===== config.mk =====
export PLATFORM = sky130hd
export DESIGN_NAME = rf_wb_sched
export DESIGN_NICKNAME = d
export VERILOG_FILES = /design/src/rtl/rf_sched_pkg.sv /design/src/rtl/rr_arbiter.sv /design/src/rtl/rf_wb_sched.sv
export SDC_FILE = /design/constraint.sdc
export NUM_CORES = 1
export LEC_CHECK = 0
export ABC_CLOCK_PERIOD_IN_PS = 2750
export BUFFER_PORTS_ARGS = -buffer_cell sky130_fd_sc_hd__buf_2
export CORE_MARGIN = 1.5
export CORE_UTILIZATION = 35
export CTS_CLUSTER_DIAMETER = 30
export DETAILED_ROUTE_END_ITERATION = 12
export PLACE_DENSITY_LB_ADDON = 0.12
export SYNTH_ARGS = -nofsm -noshare
export SYNTH_HDL_FRONTEND = slang
export SYNTH_SLANG_ARGS = --single-unit

===== constraint.sdc =====
create_clock -name clk -period 2.75 [get_ports clk]
set_input_delay 0.55 -clock clk [delete_from_list [all_inputs] [get_ports clk]]
set_output_delay 0.55 -clock clk [all_outputs]
set_load 0.03 [all_outputs]

===== src/rtl/rf_sched_pkg.sv =====
// rf_sched_pkg: shared register-file geometry and writeback requester indices
package rf_sched_pkg;
    localparam int NUM_REGS   = 32;
    localparam int ADDR_W     = 5;
    localparam int DATA_W     = 32;
    localparam int REQ_ALU    = 0;
    localparam int REQ_LOAD   = 1;
    localparam int REQ_MULDIV = 2;
endpackage


===== src/rtl/rr_arbiter.sv =====
// rr_arbiter: N-wide one-hot arbiter, round-robin or fixed priority
//   clk, reset : clock, asynchronous active-high reset
//   req        : request vector
//   gnt        : one-hot grant, combinational from req and the pointer
//   Macro RF_WB_SCHED_RR_EN selects round-robin (pointer register present);
//   otherwise the lowest index wins and no state is kept.
module rr_arbiter #(
    parameter int N = 3
) (
    input  logic         clk,
    input  logic         reset,
    input  logic [N-1:0] req,
    output logic [N-1:0] gnt
);
`ifdef RF_WB_SCHED_RR_EN
    localparam int PW = (N > 1) ? $clog2(N) : 1;
    logic [PW-1:0] ptr, ptr_n;
    logic [N-1:0]  rot, pick;
    // Rotate so the pointer index sits at bit 0, take the lowest set bit, rotate back.
    always_comb begin
        rot = N'({req, req} >> ptr);
        pick = rot & (~rot + N'(1));
        gnt = N'({pick, pick} >> (N - int'(ptr)));
        ptr_n = ptr;
        for (int i = 0; i < N; i++)
            if (gnt[i]) ptr_n = (i == N - 1) ? '0 : PW'(i + 1);
    end
    always_ff @(posedge clk or posedge reset)
        if (reset) ptr <= '0;
        else ptr <= ptr_n;
`else
    logic unused_clk_rst;
    assign unused_clk_rst = clk ^ reset;
    assign gnt = req & (~req + N'(1));
`endif
endmodule


===== src/rtl/rf_wb_sched.sv =====
// rf_wb_sched: register-file write-port scheduler with long-latency scoreboard
//   clk, reset           : clock, asynchronous active-high reset
//   req_valid/addr/data  : per-requester write requests (0=ALU, 1=load, 2=mul/div)
//   req_ready            : one-hot grant
//   rf_we/waddr/wdata    : registered write to the register file
//   iss_*                : issue-stage instruction fields; iss_stall holds issue
//   pending              : scoreboard of registers with a long write outstanding
//   Macro RF_WB_SCHED_RR_EN enables round-robin arbitration (default fixed priority).
module rf_wb_sched #(
    parameter int NUM_REQ = 3,
    parameter int DATA_W  = rf_sched_pkg::DATA_W,
    parameter int ADDR_W  = rf_sched_pkg::ADDR_W
) (
    input  logic                      clk,
    input  logic                      reset,
    input  logic [NUM_REQ-1:0]        req_valid,
    input  logic [NUM_REQ*ADDR_W-1:0] req_addr,
    input  logic [NUM_REQ*DATA_W-1:0] req_data,
    output logic [NUM_REQ-1:0]        req_ready,
    output logic                      rf_we,
    output logic [ADDR_W-1:0]         rf_waddr,
    output logic [DATA_W-1:0]         rf_wdata,
    input  logic                      iss_valid,
    input  logic [ADDR_W-1:0]         iss_rs1,
    input  logic [ADDR_W-1:0]         iss_rs2,
    input  logic [ADDR_W-1:0]         iss_rd,
    input  logic                      iss_use_rs1,
    input  logic                      iss_use_rs2,
    input  logic                      iss_long,
    output logic                      iss_stall,
    output logic [31:0]               pending
);
    import rf_sched_pkg::*;
    logic [NUM_REQ-1:0]  gnt;
    logic [ADDR_W-1:0]   sel_addr;
    logic [DATA_W-1:0]   sel_data;
    logic                wr_long;
    logic [NUM_REGS-1:0] set_vec, clr_vec;
    rr_arbiter #(.N(NUM_REQ)) u_arb (
        .clk  (clk),
        .reset(reset),
        .req  (req_valid),
        .gnt  (gnt)
    );
    assign req_ready = reset ? '0 : gnt;
    always_comb begin
        sel_addr = '0;
        sel_data = '0;
        for (int i = 0; i < NUM_REQ; i++)
            if (req_ready[i]) begin
                sel_addr = req_addr[i*ADDR_W +: ADDR_W];
                sel_data = req_data[i*DATA_W +: DATA_W];
            end
    end
    // wr_long remembers whether the staged write belongs to a scoreboarded requester.
    always_ff @(posedge clk or posedge reset)
        if (reset) begin
            rf_we    <= 1'b0;
            rf_waddr <= '0;
            rf_wdata <= '0;
            wr_long  <= 1'b0;
        end else begin
            rf_we <= |req_ready && sel_addr != '0;
            if (|req_ready) begin
                rf_waddr <= sel_addr;
                rf_wdata <= sel_data;
                wr_long  <= ~req_ready[REQ_ALU];
            end
        end
    // rd term blocks WAW: a younger long op must not overtake an outstanding one.
    assign iss_stall = iss_valid & ((iss_use_rs1 & pending[iss_rs1]) |
                                    (iss_use_rs2 & pending[iss_rs2]) | pending[iss_rd]);
    assign set_vec = (iss_valid & iss_long & ~iss_stall & iss_rd != '0) ? NUM_REGS'(1) << iss_rd : '0;
    assign clr_vec = (rf_we & wr_long) ? NUM_REGS'(1) << rf_waddr : '0;
    // Set is OR-ed after clear so a same-edge set wins.
    always_ff @(posedge clk or posedge reset)
        if (reset) pending <= '0;
        else pending <= ((pending & ~clr_vec) | set_vec) & ~NUM_REGS'(1);
endmodule


# After elaboration in Yosys (flattened, before gate mapping)

Index checks and enable logic that the tools add are counted.

Register bits: 70

$add $sub $neg: 1
$lt $le $gt $ge: 3
Shift-type cells: 2
Muxes and demuxes: 15
Bitwise logic cells: 16
Reductions and logical operators: 4

Operator list:

| cell                 | count |
|---|---|
| $mux 32              | 5 |
| $shl 1x5->32 const A | 2 |
| $and 32x32->32       | 1 |
| $not 32->32          | 1 |
| $or 32x32->32        | 1 |
| $lt 5x6->1 const B   | 3 |
| $bmux 1 s5           | 3 |
| $mux 5               | 3 |
| $reduce_bool 5->1    | 2 |
| $and 1x1->1          | 7 |
| $add 3x1->3 const B  | 1 |
| $and 3x3->3          | 1 |
| $mux 1               | 3 |
| $mux 3               | 1 |
| $not 3->3            | 1 |
| $reduce_or 3->1      | 1 |
| $not 1->1            | 2 |
| $or 1x1->1           | 2 |
| $logic_and 1x1->1    | 1 |

# Logic depth before layout (Yosys ltp)

Depth after elaboration: 11
Gate-level depth with buffers: 8
Depth with buffers taken out: 6

# By module

A second synthesis with hierarchy kept.

Cell total of the unflattened synthesis: 408
Area, all modules: 4322.9 sq um

By module, submodules not included:

| module      | instances | cells each | area each (sq um) | seq. area each (sq um) |
|---|---|---|---|---|
| rf_wb_sched | 1         | 405        | 4296.6            | 1751.7 |
| rr_arbiter  | 1         | 3          | 26.3              | 0.0 |

# Least setup slack after synthesis

No wires, ideal clock.

Path kind: input port to flip-flop
Start point: in reset
End point: reg rf_waddr[3]
Arrival: 3029 ps
Slack: -415 ps
Stages on the path: 5
Path buffers: 1
Cell sequence: inv_1 o31ai_1 clkbuf_1 nand2_1 nand2_1

Longest elaborated chain between the ends: 4
Elaborated cells on any way between the ends: 5

RTL lines:

| what                   | line              | text |
|---|---|---|
| start: declaration     | rf_wb_sched.sv:15 | `input logic reset,` |
| $mux 3 *               | rf_wb_sched.sv:45 | `assign req_ready = reset ? '0 : gnt;` |
| $mux 5 (3 in a row)    | rf_wb_sched.sv:50 | `if (req_ready[i]) begin` |
| end signal: assignment | rf_wb_sched.sv:65 | `rf_waddr <= sel_addr;` |
| end: declaration       | rf_wb_sched.sv:21 | `output logic [ADDR_W-1:0] rf_waddr,` |

Mark *: on every way between the ends. The rest lies on a longest branch, timed or not.
A chain may end at the register's enable or synchronous reset.

# Worst setup path in the final report

Start point: reg pending[3]
End point: out iss_stall

Longest elaborated chain between the ends: 6
Elaborated cells on any way between the ends: 11

RTL lines:

| what                                  | line                                 | text |
|---|---|---|
| start: declaration                    | rf_wb_sched.sv:31                    | `output logic [31:0] pending` |
| start signal: assignment              | rf_wb_sched.sv:78                    | `else pending <= ((pending & ~clr_vec) \| set_vec) & ~NUM_REGS'(1);` |
| $bmux 1 s5, on equally long branches  | rf_wb_sched.sv:71, rf_wb_sched.sv:72 |  |
| $mux 1, on equally long branches      | rf_wb_sched.sv:71, rf_wb_sched.sv:72 |  |
| $and 1x1->1, on equally long branches | rf_wb_sched.sv:71, rf_wb_sched.sv:72 |  |
| $or 1x1->1                            | rf_wb_sched.sv:71                    | `assign iss_stall = iss_valid & ((iss_use_rs1 & pending[iss_rs1]) \|` |
| $or 1x1->1 *                          | rf_wb_sched.sv:72                    | `(iss_use_rs2 & pending[iss_rs2]) \| pending[iss_rd]);` |
| $and 1x1->1 *                         | rf_wb_sched.sv:71                    |  |
| end: declaration                      | rf_wb_sched.sv:30                    | `output logic iss_stall,` |

Mark *: on every way between the ends. The rest lies on a longest branch, timed or not. The select of a mux whose other input is x is not followed.

==> out/qor.txt <==
Status: finished clean
Placed insts: 745
Antenna-violating nets left: 0
Mux cell area share after synthesis: 0.1459
Yosys warning count: 0
Die Ht: 110.5 um
Syn Area/Cell: 10.07 um2
Final hold violation count: 0
Avg WL per Cell: 18.45 um
DRC errors left: 0
Fin crit share: 0.9953
RSZ-0062 raised after global routing: true
Crit path time final: 2.737 ns
R2R setup slack: 0.32 ns
Slew headroom: 0.4096
Initial core utilization: 0.3560
Post-Route WL: 14,240 um
Register area: 1765 um2
Largest net degree at the start of global routing: 71
Rows: 39
Setup crit end kind: output port
Htree depth: 3
Hold Path Depth: 3
Critical path's slowest cell: dfrtp_2
Finished Layout Cells: 772
Synth Area in XOR/XNOR: 0
Setup TNS: 0 ns
Sink Count: 70
Worst VDD drop: 0.0005790 V
Final instance area: 5789 um2
Leak: 2.730 nW
Core area: 11,370 um2
Distinct cell type count after synthesis: 41
Pwr Density: 891.6 nW/um2
Worst Max-Slew Pin Slew: 0.8857 ns
I/O Pins: 209
Iteration-0 DRC Markers: 334
Dpl hpwl: 10,890 um
Clock latency at the later pin of the worst-skew pair: 0.34 ns
Via count: 4,400
Layout Skew: 0.01322 ns
Gpl congestion: 0.9101
I/O Buffers: 207
Post-synth EDFFs: 0
Clock Root Buffer: clkbuf_16
Die width: 110.5 um
Avg Vias per Cell: 5.699
Simple-Gate Fraction of Synth Area: 0.1598
CP peak stage delay: 0.43 ns
Cell count after synthesis: 402
Max-cap violations: 0
DR pass1 iterations: 7
Total congestion overflow: 0
Worst-path maximum fanout: 3
Vias in the first global route: 4,425
Crit path arrival time: 2.19 ns
Hold path start: req_data[59]
Setup Crit Path Kind: register to output port
Max Clk Rate: 0.3654 GHz
Global-route usage over all layers: 0.2373
Startpoint Class: register
Fraction of layout cells with a size suffix above 1: 0.4881
Final #Nets: 759
Final setup fails: 0
Post-synthesis sequential area ratio: 0.4328
Die footprint: 12,220 um2
Syn Std Cell Area: 4048 um2
#FFs+latches synth: 70
Critical Path, Cell by Cell: mux2_1, a221oi_1, o22ai_1, a31oi_1, nand3_2, o21a_2, buf_6
Multi-input logic area: 2175 um2
R2r endpoint: pending[7]
Worst r2r src: pending[3]
N_diodes: 0
Async S/R FF share, synth: 1.000
Synth Area in Adders: 0
First-pass GRT wire length: 23,070 um
Initial antenna violation count: 0
Synth Flop Type: dfrtp_1
Hold crit path type: primary input to register
Complex-gate fraction of the synthesized area: 0.2216
CTS clk-pin slew, worst paths: 0.07 ns
Hold endpoint: rf_wdata[27]
Max Slew Vio Count: 0
Fillers: 1,069
R2R depth: 8
CTS buffer count: 9
Syn nets: 537
CTS tree: yes
Worst path required time: 2.20 ns
Clock Tree Buf Depth: 2
WHS: 0.4310 ns
Largest family of logic cells by synthesized area: compound AO/OA/AOI/OAI gates
Layout overhead on the synthesized area: 43.03%
Placed instance area: 5340 um2
==> how the worst max path moves through the flow <==
stage	to	cells past startpoint	slack (ns)	start
6_report	iss_stall	7	0.01	pending[3]
5_1_grt	iss_stall	8	-0.05	pending[30]
4_1_cts	iss_stall	7	0.005	pending[24]
3_5_place_dp	iss_stall	7	-0.04	iss_rs1[1]
3_3_place_gp	iss_stall	7	-0.003	iss_rs1[1]
2_1_floorplan	iss_stall	7	0.009	iss_rs1[1]
==> worst max-delay path: cells and delay by family (launching register included) <==
kind                   cells  cell delay [ns]
DFF                        1             0.43
muxes                      1             0.30
buffers and inverters      1             0.13
AOI/OAI and AO/OA          4             0.85
and+or+nand+nor            1             0.12
==> cell usage in the layout (no fill, tap or decap), types with 3 or more instances in the layout <==
cell type	netlist	routed
nor2b_1	6	5
a222oi_1	37	37
nand2b_1	3	3
nand3b_1	4	4
inv_1	5	4
buf_6	2	3
o31ai_1	22	21
dfrtp_2	0	11
nand3_1	5	5
a31oi_1	3	3
o21ai_0	32	32
dfrtp_1	70	59
mux4_2	18	18
o41ai_1	10	10
buf_4	1	34
or2_2	5	5
mux2i_1	14	13
buf_2	3	205
nor2_1	14	14
mux2_2	3	3
nand2_1	93	93
clkbuf_16	0	9
==> power by group <==
group	internal [mW]	switching [mW]	leakage, nW
clock	0.825	0.459	0.159
combinational	0.895	1.28	1.76
sequential	1.33	0.373	0.807
total	3.05	2.11	2.73
==> synthesized netlist by cell type (all sizes together), types with 2 or more instances <==
master | n | area, um2
inv | 5 | 18.77
o211ai | 2 | 15.01
and3 | 2 | 12.51
nand4 | 2 | 12.51
nand3b | 4 | 30.03
nor2 | 14 | 52.55
mux2i | 14 | 140.1
clkbuf | 25 | 93.84
a221oi | 2 | 17.52
nand2b | 3 | 18.77
mux4 | 18 | 405.4
o31ai | 22 | 165.2
dfrtp | 70 | 1752
o21ai | 32 | 160.2
nor2b | 6 | 37.54
buf | 6 | 45.04
or3b | 2 | 17.52
a2111oi | 2 | 17.52
o41ai | 10 | 87.58
nand2 | 93 | 349.1
a222oi | 37 | 370.4
mux2 | 4 | 45.04
or3 | 2 | 12.51
or2 | 6 | 37.54
a31oi | 3 | 18.77
nand3 | 6 | 35.03
==> flip-flops by register name (all words and copies together) (netlist names) <==
register and flops:
rf_wdata 32, wr_long 1, pending 31, rf_waddr 5, rf_we 1
==> area by class of cell <==
class,count,area share
Multi-Input combinational cell,296,0.3756
Sequential cell,70,0.3049
Timing Repair Buffer,242,0.2271
Clock buffer,10,0.04128
Tap cell,143,0.03091
Clock inverter,6,0.01621
Inverter,5,0.003890
==> stage by stage <==
stage | utilization | worst slack [ns] | total power, mW
after detailed placement | 0.4697 | -0.03836 | 3.736
after global placement | 0.4697 | -0.002891 | 3.709
after global routing | 0.5092 | -0.05452 | 5.429
after CTS | 0.5063 | 0.005095 | 5.148
after floorplan | - | 0.009115 | 2.934
final | 0.5092 | 0.01298 | 5.162
==> layer usage <==
metal,share of wire,vias up,GRT usage,routed length [um]
met3,0.078,28,0.05269,1104
li1,-,2013,-,-
met5,0,-,0,0
met1,0.41,2120,0.2943,5791
met2,0.49,239,0.3926,6930
met4,0.029,0,0.1137,417
==> cells by family (layout without fill, tap and decap cells) <==
logic type             after synthesis  in the layout
flip-flops                          70             70
AO/OA/AOI/OAI                      115            115
buffers and inverters               36            263
AND/OR/NAND/NOR                    144            144
multiplexers                        36             36
other                                1              1
==> repair_timing <==
action,in CTS,in global routing
buffers inserted,9,2
pin swaps,3,3
endpoints found under the hold margin,0,0
resized for setup,9,8
endpoints found under the setup margin,1,1
hold buffers,0,0
(Power assumes the default switching activity.)
